**config.mk**
```make
export PLATFORM = sky130hd
export DESIGN_NAME = decode_regread
export DESIGN_NICKNAME = d
export VERILOG_FILES = /design/src/rtl/y86_pkg.sv /design/src/rtl/regfile_2r2w.sv /design/src/rtl/decode_regread.sv
export SDC_FILE = /design/constraint.sdc
export NUM_CORES = 2
export LEC_CHECK = 0
export ABC_CLOCK_PERIOD_IN_PS = 2560
export BUFFER_PORTS_ARGS = -buffer_cell sky130_fd_sc_hd__buf_4
export CAP_MARGIN = 10
export CORE_ASPECT_RATIO = 0.6
export CORE_MARGIN = 10
export CORE_UTILIZATION = 35
export CTS_CLUSTER_SIZE = 28
export DETAILED_ROUTE_END_ITERATION = 10
export GPL_ROUTABILITY_DRIVEN = 1
export PLACE_DENSITY_LB_ADDON = 0.25
export SYNTH_ARGS = -nofsm -noshare
export SYNTH_HDL_FRONTEND = slang
export SYNTH_HIERARCHICAL = 1
export SYNTH_SLANG_ARGS = --single-unit
```
**constraint.sdc**
```tcl
create_clock -name clk -period 2.56 [get_ports clk]
set_clock_uncertainty 0.15 [all_clocks]
set_input_delay 0.512 -clock clk [delete_from_list [all_inputs] [get_ports clk]]
set_output_delay 0.512 -clock clk [all_outputs]
set_load 0.01 [all_outputs]
```
**src/rtl/y86_pkg.sv**
```systemverilog
// rtl/y86_pkg.sv - Y86-64 shared constants, decoded-register struct and field decode helper.
package y86_pkg;

  localparam int DATA_W = 64;
  localparam int NREG   = 15;

  localparam logic [3:0] I_HALT   = 4'h0;
  localparam logic [3:0] I_NOP    = 4'h1;
  localparam logic [3:0] I_RRMOVQ = 4'h2;
  localparam logic [3:0] I_IRMOVQ = 4'h3;
  localparam logic [3:0] I_RMMOVQ = 4'h4;
  localparam logic [3:0] I_MRMOVQ = 4'h5;
  localparam logic [3:0] I_OPQ    = 4'h6;
  localparam logic [3:0] I_JXX    = 4'h7;
  localparam logic [3:0] I_CALL   = 4'h8;
  localparam logic [3:0] I_RET    = 4'h9;
  localparam logic [3:0] I_PUSHQ  = 4'hA;
  localparam logic [3:0] I_POPQ   = 4'hB;

  localparam logic [3:0] REG_NONE = 4'hF;
  localparam logic [3:0] REG_RSP  = 4'h4;

  typedef struct packed {
    logic [3:0] src_a;
    logic [3:0] src_b;
    logic [3:0] dst_e;
    logic [3:0] dst_m;
  } dec_t;

  // cmov shares rrmovq's icode; its condition is applied at writeback, so dst_e is unconditional here.
  function automatic dec_t decode_fields(input logic [3:0] icode, input logic [3:0] ra,
                                         input logic [3:0] rb, input logic [3:0] rsp);
    dec_t d;
    d = '{src_a: REG_NONE, src_b: REG_NONE, dst_e: REG_NONE, dst_m: REG_NONE};
    case (icode)
      I_RRMOVQ: begin d.src_a = ra;  d.dst_e = rb; end
      I_IRMOVQ: begin d.dst_e = rb; end
      I_RMMOVQ: begin d.src_a = ra;  d.src_b = rb; end
      I_MRMOVQ: begin d.src_b = rb;  d.dst_m = ra; end
      I_OPQ:    begin d.src_a = ra;  d.src_b = rb; d.dst_e = rb; end
      I_CALL:   begin d.src_b = rsp; d.dst_e = rsp; end
      I_RET:    begin d.src_a = rsp; d.src_b = rsp; d.dst_e = rsp; end
      I_PUSHQ:  begin d.src_a = ra;  d.src_b = rsp; d.dst_e = rsp; end
      I_POPQ:   begin d.src_a = rsp; d.src_b = rsp; d.dst_e = rsp; d.dst_m = ra; end
      default:  ;
    endcase
    return d;
  endfunction

endpackage

```
**src/rtl/regfile_2r2w.sv**
```systemverilog
// rtl/regfile_2r2w.sv - NREG x DATA_W register file, 2 async reads, 2 sync writes (M port wins).
// WB_BYPASS_EN: reads see same-cycle write data (M over E); otherwise reads return stored values.
module regfile_2r2w #(
  parameter int DATA_W = 64,
  parameter int NREG   = 15
) (
  input  logic              clk,
  input  logic              rst_n,
  input  logic [3:0]        rd_a_addr,
  output logic [DATA_W-1:0] rd_a_data,
  input  logic [3:0]        rd_b_addr,
  output logic [DATA_W-1:0] rd_b_data,
  input  logic              wr_e_en,
  input  logic [3:0]        wr_e_addr,
  input  logic [DATA_W-1:0] wr_e_data,
  input  logic              wr_m_en,
  input  logic [3:0]        wr_m_addr,
  input  logic [DATA_W-1:0] wr_m_data
);

  logic [DATA_W-1:0] regs_q [NREG];
  logic              we_e, we_m;

  function automatic logic in_range(input logic [3:0] a);
    return int'(a) < NREG;
  endfunction

  assign we_e = wr_e_en && in_range(wr_e_addr);
  assign we_m = wr_m_en && in_range(wr_m_addr);

  function automatic logic [DATA_W-1:0] rd_port(input logic [3:0] a);
    logic [DATA_W-1:0] v;
    v = '0;
    if (in_range(a)) begin
`ifdef WB_BYPASS_EN
      if (we_m && wr_m_addr == a)      v = wr_m_data;
      else if (we_e && wr_e_addr == a) v = wr_e_data;
      else                             v = regs_q[a];
`else
      v = regs_q[a];
`endif
    end
    return v;
  endfunction

  assign rd_a_data = rd_port(rd_a_addr);
  assign rd_b_data = rd_port(rd_b_addr);

  // M write is issued last so it overrides E on an address collision.
  always_ff @(posedge clk or negedge rst_n) begin
    if (!rst_n) begin
      for (int i = 0; i < NREG; i++) regs_q[i] <= '0;
    end else begin
      if (we_e) regs_q[wr_e_addr] <= wr_e_data;
      if (we_m) regs_q[wr_m_addr] <= wr_m_data;
    end
  end

endmodule

```
**src/rtl/decode_regread.sv**
```systemverilog
// rtl/decode_regread.sv - Y86-64 decode: src/dst selection, operand read, ready/valid D->E slot.
// Optional same-cycle writeback bypass selected by WB_BYPASS_EN (in regfile_2r2w).
module decode_regread
  import y86_pkg::*;
#(
  parameter int         DATA_W  = y86_pkg::DATA_W,
  parameter int         NREG    = y86_pkg::NREG,
  parameter logic [3:0] RSP_IDX = REG_RSP
) (
  input  logic              clk,
  input  logic              rst_n,
  input  logic              in_valid,
  output logic              in_ready,
  input  logic [3:0]        in_icode,
  input  logic [3:0]        in_rA,
  input  logic [3:0]        in_rB,
  input  logic              wr_e_en,
  input  logic [3:0]        wr_e_addr,
  input  logic [DATA_W-1:0] wr_e_data,
  input  logic              wr_m_en,
  input  logic [3:0]        wr_m_addr,
  input  logic [DATA_W-1:0] wr_m_data,
  output logic              out_valid,
  input  logic              out_ready,
  output logic [3:0]        out_icode,
  output logic [DATA_W-1:0] out_valA,
  output logic [DATA_W-1:0] out_valB,
  output logic [3:0]        out_dstE,
  output logic [3:0]        out_dstM
);

  dec_t              dec;
  logic [DATA_W-1:0] rd_a, rd_b;
  logic              accept;

  logic              valid_q, valid_d;
  logic [3:0]        icode_q, icode_d;
  logic [DATA_W-1:0] val_a_q, val_a_d;
  logic [DATA_W-1:0] val_b_q, val_b_d;
  logic [3:0]        dst_e_q, dst_e_d;
  logic [3:0]        dst_m_q, dst_m_d;

  assign dec = decode_fields(in_icode, in_rA, in_rB, RSP_IDX);

  regfile_2r2w #(
    .DATA_W (DATA_W),
    .NREG   (NREG)
  ) u_regfile (
    .clk       (clk),
    .rst_n     (rst_n),
    .rd_a_addr (dec.src_a),
    .rd_a_data (rd_a),
    .rd_b_addr (dec.src_b),
    .rd_b_data (rd_b),
    .wr_e_en   (wr_e_en),
    .wr_e_addr (wr_e_addr),
    .wr_e_data (wr_e_data),
    .wr_m_en   (wr_m_en),
    .wr_m_addr (wr_m_addr),
    .wr_m_data (wr_m_data)
  );

  assign in_ready = !valid_q || out_ready;
  assign accept   = in_valid && in_ready;

  // Operands are sampled only on accept, so a stalled slot never sees later writebacks.
  always_comb begin
    valid_d = valid_q;
    icode_d = icode_q;
    val_a_d = val_a_q;
    val_b_d = val_b_q;
    dst_e_d = dst_e_q;
    dst_m_d = dst_m_q;
    if (accept) begin
      valid_d = 1'b1;
      icode_d = in_icode;
      val_a_d = rd_a;
      val_b_d = rd_b;
      dst_e_d = dec.dst_e;
      dst_m_d = dec.dst_m;
    end else if (out_ready) begin
      valid_d = 1'b0;
    end
  end

  always_ff @(posedge clk or negedge rst_n) begin
    if (!rst_n) begin
      valid_q <= 1'b0;
      icode_q <= 4'h0;
      val_a_q <= '0;
      val_b_q <= '0;
      dst_e_q <= REG_NONE;
      dst_m_q <= REG_NONE;
    end else begin
      valid_q <= valid_d;
      icode_q <= icode_d;
      val_a_q <= val_a_d;
      val_b_q <= val_b_d;
      dst_e_q <= dst_e_d;
      dst_m_q <= dst_m_d;
    end
  end

  assign out_valid = valid_q;
  assign out_icode = icode_q;
  assign out_valA  = val_a_q;
  assign out_valB  = val_b_q;
  assign out_dstE  = dst_e_q;
  assign out_dstM  = dst_m_q;

endmodule
```
* Word-level counts from Yosys, hierarchy flattened
Cells that the tools add are included.
** Storage, ports and cells
- Output and inout bits :: 142
- Logic and storage cells :: 80
- Register bits :: 1101
** Cells by class
- Magnitude comparators :: 10
- Bitwise gates (word level) :: 4
- Reduce and logical (&&, ||, !) cells :: 14
- Multiplexer cells :: 22
- Equal/unequal tests :: 9
** Operators with widths (count)
- 960-bit bitwise mux :: 2
- 960-bit 2-to-1 mux :: 2
- 64-bit binary-select mux with 4-bit select :: 2
- 64-bit demux with 4-bit select :: 2
- 64-bit 2-to-1 mux :: 8
- 4-bit one-hot mux with 2 select lines :: 3
- 5-bit >= comparator, second input constant :: 4
- 4-bit inverter with 5-bit output :: 4
- 4-bit == test, second input constant :: 4
- 4-bit < comparator, second input constant :: 4
- 4-bit by 3-bit == test with 1-bit output, second input constant :: 3
- 5-bit by 1-bit < comparator with 1-bit output, second input constant :: 2
- 4-bit by 2-bit == test with 1-bit output, second input constant :: 2
- 4-bit OR reduction :: 2
- 3-bit OR reduction :: 2
- 1-bit logical AND :: 5
- 4-bit 2-to-1 mux :: 1
- 2-bit OR reduction :: 2
- 1-bit 2-to-1 mux :: 2
- 2-bit nonzero test :: 1
- 1-bit zero test :: 1
- 1-bit logical OR :: 1

* Longest topological paths before layout
- Depth after elaboration :: 9
- Mapped depth :: 13
- Gate-level depth less buffers :: 7

* Cells and area by module
The synthesis kept the hierarchy.
** By module, submodules not included
- regfile_2r2w :: area each 64558.2 µm², cells an instance 7252, times used 1
- decode_regread :: area each 5715.5 µm², cells an instance 336, times used 1

* Least setup slack after synthesis
Ideal clock, no wire load.
- Path type :: in2reg
- Start :: input in_icode[2]
- End :: register val_a_q[10], in the netlist out_valA[10]
- Library setup time :: 125 ps
- Cell stages on the path :: 12
- Setup slack :: -525 ps
- Arrival :: 2810 ps
- Cells stage by stage :: clkbuf_1 -> nor2_1 -> a211o_1 -> a2bb2oi_1 -> buf_6 -> buf_8 -> buf_6 -> buf_2 -> mux4_2 -> mux2_2 -> o211a_1 -> mux2_4
** RTL lines
- from (decl) :: line decode_regread.sv:14 : input logic [3:0] in_icode,
- to (signal assigned) :: line decode_regread.sv:97 : val_a_q <= val_a_d;
- to (decl) :: line decode_regread.sv:38 : logic [DATA_W-1:0] val_a_q, val_a_d;

==> flow_summary.toml <==
[die]
num_rows = 127
die_x_um = 598
core_area_um2 = 200000
initial_utilization_pct = 35.2
ioPinCount = 296
die_height_um = 367
die-area_um2 = 220000

[clock_tree]
cts_tree = "done"
cts-root-buf = "clkbuf_16"
clk-insertion-delay-late_ps = 790
h-tree-depth = 3
cts_sinks = 1101
cts.reportedPaths.clkPinSlew_ps = 70
cts_made_buffers = 114
clk_path_buf_depth = 3

[synthesis]
synthArstFlopShare_pct = 100
synth_ff_type = "dfrtp_1"
syn_area_um2 = 70300
avgSynthCellArea_um2 = 9.26
synth_cells = 7588
netlist-cell-type-count = 52
yosys_warnings = 6
synth_edf_count = 0
ys_seq_area_share_pct = 39.2
synth-seq-cells = 1101
synth.net_count = 7742

[job]
cap_viol_max_count = 0

[setup_path]
crit_type = "input port to flop"
ff2ff_setup_slack_ps = 560
cp-startpoint = "in_rA[2]"
reg2reg_to = "out_valB[50]$_DFFE_PN0P_"
cp-start-kind = "input port"
arrival_ps = 3040
end_kind = "flop"
crit_required_ps = 3050
reg2regPathDepth = 4
worstReg2RegStart = "u_regfile/regs_q[562]$_DFF_PN0_"
critPathMaxFanout = 12

[layout]
nNetsFinal = 7623
mostFrequentLayoutCell = "dfrtp_1"
fin_area_um2 = 83700
regArea_um2 = 27600
utilization_pct = 41.9
drive_above_1_share_pct = 21.2
final_cell_mix = "1,093 x dfrtp_1, 964 x a31oi_1, 961 x o21ai_0"
multi_input_area_um2 = 38100
area.growth.synth_to_final_pct = 19.1
nFillCells = 18900

[power]
pwr_density_cell_nw_per_um2 = 760
vdd_drop_max_mv = 0.589
leakage_uw = 0.0325

[drt]
wl_per_cell_um = 36.5
routed_wl_mm = 373
drt_iter0_markers = 13600
drc = 0
ant_nets = 0
via_count = 75100
avgViaCountPerCell = 7.34
firstDrtPassIters = 7

[global_route]
grt_pass1_wl_mm = 534
grt_usage_pct = 32.0
grt_pass1_vias = 72700
grt_overflow = 0
grt_max_degree = 145
antenna_found_initial = 34

[timing]
slew_viol_final = 0
fmax_mhz = 393
setup_violations = 0
worst_slew_pin_slew_ps = 900
setup_ws_ps = 12.5
period_share_pct = 99.5
hold_violations = 0
rsz0062_at_grt = "no"
max_slew_margin_pct = 40.0
setup_tns_ps = 0
final.min_clock_period_ps = 2550

[run_status]
status = "finished clean"

[min_path]
hp-start = "wr_m_data[50]"
hold-path-cell-count = 3
holdPathEnd = "u_regfile/regs_q[690]$_DFF_PN0_"
hp-class = "input port to flop"

[placement]
dpl_worst_slack_ps = -762
place.gp.congestion = 0.926
place_area_um2 = 78500
io_buffers = 295
dpl.hpwl_mm = 219
==> sequential cells by signal, indices dropped and copies added, names as in the netlist <==
register          flops
u_regfile/regs_q    960
out_icode             4
out_valA             64
out_dstE              4
out_valid             1
out_dstM              4
out_valB             64
==> metrics by stage <==
stage	hold slack, ps	total power (uW)	cells
after floorplan	66.4	36300	7588
after global placement	277	43700	9887
after detailed placement	281	44200	9887
after CTS	4.73	62800	10200
after global routing	41.5	65800	10200
final	34.4	63700	10200
==> layer usage <==
layer	global-route usage [%]	part of all wire (%)	vias up
li1	-	-	29000
met1	43.7	38	37300
met2	44.4	41	7413
met3	12.3	16	1388
met4	14.8	5.1	20
met5	0	0.037	-
==> cells by family (layout without fill, tap and decap cells) <==
family	after synthesis	count (layout)	share of synthesized area, %
other	0	26	0
buffers and inverters	1224	1198	7.18
multiplexers	900	900	18.2
AND/OR/NAND/NOR	2033	2033	15.0
AO/OA/AOI/OAI	2330	2330	20.4
flip-flops	1101	1101	39.2
==> synthesized netlist by cell type (all sizes together), types with 4 or more instances <==
master,n,area (um2)
nor3,960,4800
inv,70,263
o21ai,961,4810
nand3b,5,37.5
a2111oi,4,35.0
a21oi,6,30.0
clkbuf,895,3370
and3b,4,35.0
o211a,128,1280
buf,259,1410
mux2i,384,3840
dfrtp,1093,27400
a31oi,964,6030
mux2,260,3170
mux4,256,5770
or2,18,113
dfstp,8,210
o221ai,128,1120
nand4,94,588
and2,47,294
a22oi,128,961
nand2b,9,63.8
nand3,870,4350
==> how the worst max path moves through the flow <==
stage,endpoint,slack (ps),depth (start not counted)
2_1_floorplan,out_valA[36]$_DFFE_PN0P_,-330,10
3_3_place_gp,out_valA[62]$_DFFE_PN0P_,-740,10
3_5_place_dp,out_valA[62]$_DFFE_PN0P_,-760,10
4_1_cts,out_valB[5]$_DFFE_PN0P_,20,9
5_1_grt,out_valB[6]$_DFFE_PN0P_,2,12
6_report,out_valA[5]$_DFFE_PN0P_,10,9
==> what timing repair did <==
item / in CTS / in global routing
endpoints found under the setup margin: 0 / 67
resized for setup: 0 / 17
hold buffers: 90 / 0
hold endpoints to repair: 1093 / 0
setup buffers: 0 / 18
==> power breakdown <==
part | internal [uW] | total (uW) | switching, uW
Clock | 10300 | 18600 | 8290
Sequential | 21900 | 26200 | 4300
Combinational | 9300 | 18900 | 9610
Total | 41500 | 63700 | 22200
==> final cells by class <==
cell class,count,area share (%)
timing repair buffer,919,12.5
sequential,1101,32.9
tap,2644,3.95
clock buffer,159,3.95
clock inverter,50,0.752
inverter,70,0.320
multi-input combinational,5263,45.5
antenna,26,0.0777
==> worst max-delay path, stage by stage <==
cell and delay (ps):
dlygate4sd3_1 540, buf_4 140, a2111o_2 470, and3b_4 430, buf_12 130, buf_16 170, a22oi_1 180, o211a_1 150
mux2_4 260
No activity file was read; power rests on OpenSTA's default activity.
